--- config.mk ---
export PLATFORM = sky130hd
export DESIGN_NAME = seq_det_scan_ctrl
export DESIGN_NICKNAME = d
export VERILOG_FILES = /design/src/rtl/seq_det_pkg.sv /design/src/rtl/seq_det_prog_core.sv /design/src/rtl/seq_det_scan_ctrl.sv
export SDC_FILE = /design/constraint.sdc
export NUM_CORES = 1
export LEC_CHECK = 0
export CAP_MARGIN = 40
export CORE_MARGIN = 2
export CORE_UTILIZATION = 35
export CTS_BUF_LIST = sky130_fd_sc_hd__clkbuf_16
export DETAILED_ROUTE_END_ITERATION = 10
export HOLD_SLACK_MARGIN = 0.12
export PLACE_DENSITY_LB_ADDON = 0.05
export SLEW_MARGIN = 20
export SYNTH_ARGS = -nofsm -noshare
export SYNTH_HDL_FRONTEND = slang
export SYNTH_HIERARCHICAL = 1
export SYNTH_SLANG_ARGS = --single-unit
--- constraint.sdc ---
create_clock -name clk -period 4 [get_ports clk]
set_clock_uncertainty 0.1 [all_clocks]
set_input_delay 0.4 -clock clk [delete_from_list [all_inputs] [get_ports clk]]
set_output_delay 0.4 -clock clk [all_outputs]
set_load 0.02 [all_outputs]
--- src/rtl/seq_det_pkg.sv ---
// Shared types and reset constants for the sequence-detector scan controller.
package seq_det_pkg;

  localparam int unsigned LEN_W = 4;

  typedef enum logic [1:0] {
    IDLE   = 2'd0,
    SHIFT  = 2'd1,
    REPORT = 2'd2
  } state_e;

  localparam logic [7:0]       DEF_PATTERN = 8'b101;
  localparam logic [LEN_W-1:0] DEF_LEN     = LEN_W'(3);
  localparam logic             DEF_OVERLAP = 1'b1;

  // Limit a requested pattern length to what the detector core can hold.
  function automatic logic [LEN_W-1:0] clamp_len(input logic [LEN_W-1:0] len,
                                                 input logic [LEN_W-1:0] max_len);
    return (len > max_len) ? max_len : len;
  endfunction

endpackage

--- src/rtl/seq_det_prog_core.sv ---
// Programmable Mealy pattern detector: bit history plus a combinational match on the live bit.
module seq_det_prog_core
  import seq_det_pkg::*;
#(
  parameter int unsigned PAT_W_MAX = 8
) (
  input  logic                 clk,
  input  logic                 rst,
  input  logic                 clr_i,
  input  logic                 shift_en_i,
  input  logic                 x_i,
  input  logic [PAT_W_MAX-1:0] pattern_i,
  input  logic [LEN_W-1:0]     len_i,
  input  logic                 overlap_i,
  output logic                 hit_o
);

  localparam int unsigned SEEN_W = $clog2(PAT_W_MAX + 1);
  localparam int unsigned CMP_W  = SEEN_W + LEN_W;

  logic [PAT_W_MAX-1:0] hist_q, hist_d;
  logic [SEEN_W-1:0]    seen_q, seen_d;
  logic [PAT_W_MAX-1:0] window;
  logic [PAT_W_MAX-1:0] mask;
  logic                 enough;

  // Newest bit sits in the LSB, matching the pattern orientation.
  assign window = {hist_q[PAT_W_MAX-2:0], x_i};
  assign mask   = (PAT_W_MAX'(1) << len_i) - PAT_W_MAX'(1);
  assign enough = (CMP_W'(seen_q) + CMP_W'(1)) >= CMP_W'(len_i);
  assign hit_o  = shift_en_i && (len_i != '0) && enough &&
                  (((window ^ pattern_i) & mask) == '0);

  always_comb begin
    hist_d = hist_q;
    seen_d = seen_q;
    if (clr_i) begin
      hist_d = '0;
      seen_d = '0;
    end else if (shift_en_i) begin
      if (hit_o && !overlap_i) begin
        hist_d = '0;
        seen_d = '0;
      end else begin
        hist_d = window;
        if (seen_q != SEEN_W'(PAT_W_MAX)) seen_d = seen_q + SEEN_W'(1);
      end
    end
  end

  always_ff @(posedge clk) begin
    if (rst) begin
      hist_q <= '0;
      seen_q <= '0;
    end else begin
      hist_q <= hist_d;
      seen_q <= seen_d;
    end
  end

endmodule

--- src/rtl/seq_det_scan_ctrl.sv ---
// Scan controller: accepts words, serializes them MSB-first into the detector,
// and reports hit count and first-hit index per word.
module seq_det_scan_ctrl
  import seq_det_pkg::*;
#(
  parameter int unsigned DATA_W    = 16,
  parameter int unsigned PAT_W_MAX = 8,
  parameter int unsigned CNT_W     = 8
) (
  input  logic                      clk,
  input  logic                      rst,
  input  logic                      cfg_we,
  input  logic [PAT_W_MAX-1:0]      cfg_pattern,
  input  logic [LEN_W-1:0]          cfg_len,
  input  logic                      cfg_overlap,
  input  logic                      in_valid,
  input  logic [DATA_W-1:0]         in_data,
  output logic                      in_ready,
  output logic                      busy,
  output logic                      x_out,
  output logic                      hit,
  output logic                      out_valid,
  output logic [CNT_W-1:0]          out_count,
  output logic [$clog2(DATA_W)-1:0] out_first,
  input  logic                      out_ready
);

  localparam int unsigned IDX_W = $clog2(DATA_W);

  state_e               state_q, state_d;
  logic [DATA_W-1:0]    sreg_q, sreg_d;
  logic [IDX_W-1:0]     idx_q, idx_d;
  logic [CNT_W-1:0]     cnt_q, cnt_d;
  logic [IDX_W-1:0]     first_q, first_d;
  logic [PAT_W_MAX-1:0] pat_q, pat_d;
  logic [LEN_W-1:0]     len_q, len_d;
  logic                 ovl_q, ovl_d;
  logic                 accept;
  logic                 shifting;

  assign accept   = (state_q == IDLE) && in_valid;
  assign shifting = (state_q == SHIFT);

  assign in_ready  = (state_q == IDLE);
  assign busy      = (state_q != IDLE);
  assign out_valid = (state_q == REPORT);
  assign x_out     = shifting && sreg_q[DATA_W-1];
  assign out_count = cnt_q;
  assign out_first = first_q;

  seq_det_prog_core #(
    .PAT_W_MAX (PAT_W_MAX)
  ) u_core (
    .clk        (clk),
    .rst        (rst),
    .clr_i      (accept),
    .shift_en_i (shifting),
    .x_i        (x_out),
    .pattern_i  (pat_q),
    .len_i      (len_q),
    .overlap_i  (ovl_q),
    .hit_o      (hit)
  );

  // Next-state, datapath and config updates.
  always_comb begin
    state_d = state_q;
    sreg_d  = sreg_q;
    idx_d   = idx_q;
    cnt_d   = cnt_q;
    first_d = first_q;
    pat_d   = pat_q;
    len_d   = len_q;
    ovl_d   = ovl_q;
    unique case (state_q)
      IDLE: begin
        if (cfg_we) begin
          pat_d = cfg_pattern;
          len_d = clamp_len(cfg_len, LEN_W'(PAT_W_MAX));
          ovl_d = cfg_overlap;
        end
        if (in_valid) begin
          sreg_d  = in_data;
          idx_d   = '0;
          cnt_d   = '0;
          first_d = '0;
          state_d = SHIFT;
        end
      end
      SHIFT: begin
        sreg_d = sreg_q << 1;
        idx_d  = idx_q + IDX_W'(1);
        if (hit) begin
          if (cnt_q != {CNT_W{1'b1}}) cnt_d = cnt_q + CNT_W'(1);
          if (cnt_q == '0) first_d = idx_q;
        end
        if (idx_q == IDX_W'(DATA_W - 1)) state_d = REPORT;
      end
      REPORT: begin
        if (out_ready) state_d = IDLE;
      end
      default: state_d = IDLE;
    endcase
  end

  always_ff @(posedge clk) begin
    if (rst) begin
      state_q <= IDLE;
      sreg_q  <= '0;
      idx_q   <= '0;
      cnt_q   <= '0;
      first_q <= '0;
      pat_q   <= PAT_W_MAX'(DEF_PATTERN);
      len_q   <= DEF_LEN;
      ovl_q   <= DEF_OVERLAP;
    end else begin
      state_q <= state_d;
      sreg_q  <= sreg_d;
      idx_q   <= idx_d;
      cnt_q   <= cnt_d;
      first_q <= first_d;
      pat_q   <= pat_d;
      len_q   <= len_d;
      ovl_q   <= ovl_d;
    end
  end

endmodule

---- After elaboration in Yosys (flattened, before gate mapping) ----
Index checks and enable logic that the tools add are counted.
word-level totals
  word-level logic and storage cells ...... 71
  output and inout port bits .............. 17
  flip-flop bits (word level) ............. 58
  input bits .............................. 34
cells by class
  bitwise gates (word level) .............. 2
  $add $sub $neg .......................... 5
  reduce and logical (&&, ||, !) cells .... 21
  shifts and indexed selects .............. 1
  multiplexer cells ....................... 19
  equal/unequal tests ..................... 11
  $lt $le $gt $ge ......................... 2
operator list
  cell                                                                     count
  16-bit case mux with 2 select lines                                      1
  4-bit two-way mux                                                        6
  8-bit two-way mux                                                        3
  8-bit zero test                                                          2
  16-bit two-way mux                                                       1
  4-bit case mux with 2 select lines                                       2
  8-bit case mux with 2 select lines                                       1
  2-bit by 1-bit inequality test with 1-bit output, second input constant  5
  4-bit by 1-bit adder with 4-bit output, second input constant            2
  8-bit by 1-bit adder with 8-bit output, second input constant            1
  8-bit bitwise AND                                                        1
  8-bit by 4-bit greater-or-equal comparator with 1-bit output             1
  8-bit inequality test, second input constant                             1
  4-bit AND reduction                                                      2
  1-bit by 4-bit left shift with 8-bit output, first input constant        1
  8-bit by 2-bit subtractor with 8-bit output, second input constant       1
  8-bit XOR                                                                1
  7-bit two-way mux                                                        1
  1-bit logical AND                                                        6
  2-bit two-way mux                                                        3
  2-bit case mux with 3 select lines                                       1
  2-bit AND reduction                                                      3
  2-bit nonzero test                                                       3
  4-bit by 1-bit adder with 5-bit output, second input constant            1
  11 further kinds                                                         11

---- Longest topological paths before layout ----
  word-level depth ........................ 9
  depth in mapped cells ................... 16
  depth with buffers taken out ............ 12

---- Cells and area by module ----
The synthesis kept the hierarchy.
modules (own cells, without submodules)
  module             instances  area each (um2)  cells each  seq. area each (um2)
  seq_det_scan_ctrl  1          2222.1           280         940.9
  seq_det_prog_core  1          938.4            104         220.2

---- Worst setup path after synthesis ----
OpenSTA, ideal clock, no wires.
  kind .................................... reg-to-reg
  start ................................... register state_q[1]
  end ..................................... register cnt_q[4] (netlist: out_count[4])
  stages on the path, launching flop included .. 17
  path slack .............................. 675 ps
  setup time .............................. 132 ps
  period minus slack after synthesis ...... 3325 ps
  arrival time ............................ 3093 ps
  data required time ...................... 3768 ps
  buffers on the path ..................... 5
  cells stage by stage .................... dfxtp_1 -> clkbuf_1 -> nand2b_1 -> buf_2 -> clkbuf_1 -> nor2_1 -> xnor2_1 -> nand3_2 -> nor4bb_1 -> nand4_1 -> buf_6 -> inv_1 -> nand2_1 -> a21o_1 -> buf_2 -> o31ai_1 -> a21oi_1
on the way
  word-level cells in the longest chain between the ends .. 8
  elaborated cells on any way between the ends .. 15
  classes of those cells .................. eq/ne (4); mux (1); bitwise (2); reduce/logical (8)
ends and longest elaborated chain
  what                                                               RTL line                  RTL
  from (decl)                                                        seq_det_scan_ctrl.sv:30   state_e state_q, state_d;
  from (signal assigned)                                             seq_det_scan_ctrl.sv:117  state_q <= state_d;
  2-bit by 1-bit equality test with 1-bit output                     seq_det_scan_ctrl.sv:42   assign shifting = (state_q == SHIFT);
  1-bit logical AND                                                  seq_det_scan_ctrl.sv:47   assign x_out = shifting && sreg_q[DATA_W-1];
  net x_out                                                          seq_det_scan_ctrl.sv:20   output logic x_out,
  8-bit XOR                                                          seq_det_prog_core.sv:32   (((window ^ pattern_i) & mask) == '0);
  8-bit bitwise AND                                                  seq_det_prog_core.sv:32
  8-bit zero test                                                    seq_det_prog_core.sv:32
  1-bit logical AND                                                  seq_det_prog_core.sv:31   assign hit_o = shift_en_i && (len_i != '0) && enough &&
  net hit                                                            seq_det_scan_ctrl.sv:21   output logic hit,
  2-bit by 1-bit inequality test with 1-bit output (no source line)  --
  4-bit AND reduction (no source line)                               --
  to (signal assigned)                                               seq_det_scan_ctrl.sv:120  cnt_q <= cnt_d;
  to (decl)                                                          seq_det_scan_ctrl.sv:33   logic [CNT_W-1:0] cnt_q, cnt_d;
The timed path passes the listed nets, and every way through them passes these cells.
A chain may end at the register's enable or synchronous reset.

---- Worst setup path in the final report ----
  start ................................... register len_q[3]
  end ..................................... output port hit
on the way
  word-level cells in the longest chain between the ends .. 5
  elaborated cells on any way between the ends .. 9
  classes of those cells .................. add/sub (1); order compare (1); shift (1); bitwise (1); reduce/logical (5)
ends and longest elaborated chain
  what                                         RTL line                  RTL
  from (decl)                                  seq_det_scan_ctrl.sv:36   logic [LEN_W-1:0] len_q, len_d;
  from (signal assigned)                       seq_det_scan_ctrl.sv:123  len_q <= len_d;
  1-bit by 4-bit left shift with 8-bit output  seq_det_prog_core.sv:29   assign mask = (PAT_W_MAX'(1) << len_i) - PAT_W_MAX'(1);
  8-bit by 2-bit subtractor with 8-bit output  seq_det_prog_core.sv:29
  8-bit bitwise AND                            seq_det_prog_core.sv:32
  8-bit zero test                              seq_det_prog_core.sv:32
  1-bit logical AND (*)                        seq_det_prog_core.sv:31
  to (decl)                                    seq_det_scan_ctrl.sv:21
Every way passes the cells marked *; elsewhere a longest branch is shown, timed or not.

==> results.ini <==
[outcome]
outcome=complete, no violations

[finish]
n_antenna_cell=0
register_area_mm2=0.001161
utilization_pct=45.75
areaGrowthSynthToFinish_pct=26.25
drive_gt1_share_pct=11.21
stdcell_count=536
fill_cells=878
multi_input_area_mm2=0.001780
fin_area_mm2=0.003990
fin_nets=467

[route]
wl_per_cell_um=15.00
initialDrtViolationCount=103
post_drt_via_cell_ratio=5.233
vias=2805
dr.pass1.iters=4
drc=0
wl_um=8039
ant_nets=0

[synthesis]
syn_area_per_cell_um2=8.231
ys_types=56
synth_seq_area_share_pct=36.74
ys_ff_latch=58
yosysTopAreaCellShare_pct=36.74
syn_inst=384
synthTopCellsByArea=dfxtp_1 (37%), a21oi_1 (6.2%), ha_1 (4.0%)
yosysTopAreaCell=dfxtp_1
synth_edf_count=0
async_flop_share_pct=0
netlist_area_mm2=0.003161
synth_ff_type=dfxtp_1
synth_nets=428
yosys_warnings=6

[hold_path]
whs_path_depth=2
min_to=pat_q[5]
min_path_type=flop to flop
hp-start=pat_q[5]

[critical_path]
endpoint_kind=output pin
cp_num_buf_inv=2
worstSetupStartpointType=flop
max_stage_delay_ns=0.64
worstRegToRegCells=11
reg2reg_slack_ns=0.60
cp_slowest_cell=clkdlybuf4s50_1
rr_startpoint=len_q[3]
cp_top_family=simple AND/OR/NAND/NOR gates
r2r_end=out_count[7]
cp_cell_sequence=or4_4, ha_1, and2_1, o2111ai_1, nor4bb_1, nand4_1, inv_1, clkdlybuf4s50_1
crit_type=flop to output pin
worstPathArrival_ns=3.13
critPathRequiredTime_ns=3.50
cp_max_fo=9

[cts]
clk_path_buf_depth=2
cts_sinks=58
cts_tree=done
htreeDepth=3
clock-root-buffer=clkbuf_16
numCtsBuffers=9
cts_setup_buffers=0
cts_hold_buf=0
clk_pin_slew_ns=0.05
cts-resized-gates=0
insertion_delay_ns=0.32

[power]
cell_internal_pwr_uw=1214
powerDensity_mw_per_mm2=419.3
comb_power_share_pct=16.5
clockPowerShare_pct=44.0
p_sw_share_pct=27.42
switching_power_uw=458.7
peakVddDrop_mv=0.1861
leakagePower_uw=0.001478
seqPwrFrac_pct=39.4

[sta]
setup_viol=0
max_freq_ghz=0.2755
fin_crit_ns=3.630
tightestPinTransition_ns=0.6786
timing.final.ws_setup_ns=0.3700
hold_viol_final=0
relSlewSlack_pct=54.62
fin_crit_sh_pct=90.75
setup_tns_ns=0
rsz0062_at_grt=no
maxSlewViolCount=0

[global_route]
grt_pass1_vias=2673
grt_max_degree=48
grtUsageTotal_pct=16.74
grt.met2_usage_pct=26.66
grt_pass1_wl_um=13200
top_usage_layer=met2
grt.met3_usage_pct=3.688
global_route.usage.met1_pct=22.43
grt-ovfl-total=0
antenna_found_initial=0

[placement]
place_area_mm2=0.003705
placed_cells=520
dp_slack_ns=0.6474
dp_hpwl_um=5395
place.port_buffers=50
gp_congestion=0.7483

[die]
row_count=34
design.core.area_mm2=0.008721
die_h_um=99.03
die_w_um=99.03
initial_core_util_pct=36.24
die-area_mm2=0.009806
ios=51

[job]
drv_cap=0

[routing by layer]
metal	wire (um)	share of wire (%)
met1	4016	50
met5	0	0
met4	67	0.83
met3	231	2.9
met2	3723	46
[flip-flops by register name, indices dropped and copies added (netlist names)]
| register | flops |
|---|---|
| out_first | 4 |
| sreg_q | 16 |
| idx_q | 4 |
| u_core/seen_q | 4 |
| pat_q | 8 |
| ovl_q | 1 |
| state_q | 2 |
| out_count | 8 |
| u_core/hist_q | 7 |
| len_q | 4 |
[worst max-delay path by stage]
stage,from,cells past startpoint,slack [ns],to
floorplan,state_q[1],16,0.68,out_count[4]
global placement,len_q[3],11,0.74,out_count[7]
detailed placement,len_q[3],11,0.65,out_count[7]
CTS,len_q[3],8,0.36,hit
global route,len_q[3],8,0.21,hit
finish,len_q[3],8,0.37,hit
[through the flow]
stage,power (uW),hold slack [ns]
3_5_place_dp,950.0,0.3647
2_1_floorplan,854.9,0.3323
3_3_place_gp,948.1,0.3598
4_1_cts,1699,0.3719
5_1_grt,1755,0.3912
6_report,1673,0.3684
[cell type report]
| cell class | count | share of cell area, % |
|---|---|---|
| multi-input cells | 275 | 44.62 |
| flip-flops and latches | 58 | 29.10 |
| repair buffers | 55 | 13.48 |
| clock buffers | 9 | 5.644 |
| well taps | 108 | 3.387 |
| inverters | 24 | 2.258 |
| clock inverters | 7 | 1.505 |
[cell usage after synthesis, types with 5 or more instances]
library cell / n
xnor2_1: 7
o21ai_1: 15
nand4_1: 8
o211ai_2: 6
a22oi_1: 5
nand2_1: 29
nor3_1: 11
ha_1: 10
nor2b_1: 7
nor2_1: 24
clkbuf_1: 14
buf_2: 10
nand2b_1: 11
xor2_1: 6
o22ai_1: 18
o21ai_0: 6
a21oi_1: 39
a21oi_2: 7
dfxtp_1: 58
inv_1: 22
nand3_1: 6
[cells by family after synthesis]
group | after synthesis | share of synthesized area (%)
AND/OR/NAND/NOR | 134 | 23.79
AO/OA/AOI/OAI | 115 | 23.95
flip-flops | 58 | 36.74
buffers and inverters | 51 | 6.928
XOR/XNOR | 13 | 3.603
adder cells (fa/ha/maj) | 10 | 3.959
multiplexers | 3 | 1.029
[power by group through the flow]
| stage | Sequential [uW] | Clock [uW] | Combinational [uW] |
|---|---|---|---|
| after detailed placement | 671 | 0 | 279 |
| after global routing | 665 | 780 | 310 |
| after floorplan | 653 | 0 | 202 |
| after CTS | 659 | 760 | 280 |
| final | 659 | 737 | 277 |
| after global placement | 670 | 0 | 278 |
[placed cells by master, fill, tap and decap left out, types with 9 or more instances in the layout]
cell type / netlist / layout
o22ai_1: 18 / 18
a21oi_1: 39 / 39
nor3_1: 11 / 11
clkdlybuf4s50_1: 0 / 50
nand2_1: 29 / 29
clkbuf_16: 0 / 9
ha_1: 10 / 10
inv_1: 22 / 22
o21ai_1: 15 / 15
nand2b_1: 11 / 11
nor2_1: 24 / 24
dfxtp_1: 58 / 58
[worst min-delay path, stage by stage (launching register included)]
cell     delay [ns]
dfxtp_1        0.32
nand2_1        0.05
a21oi_1        0.05
Power figures use the tool's default switching activity.
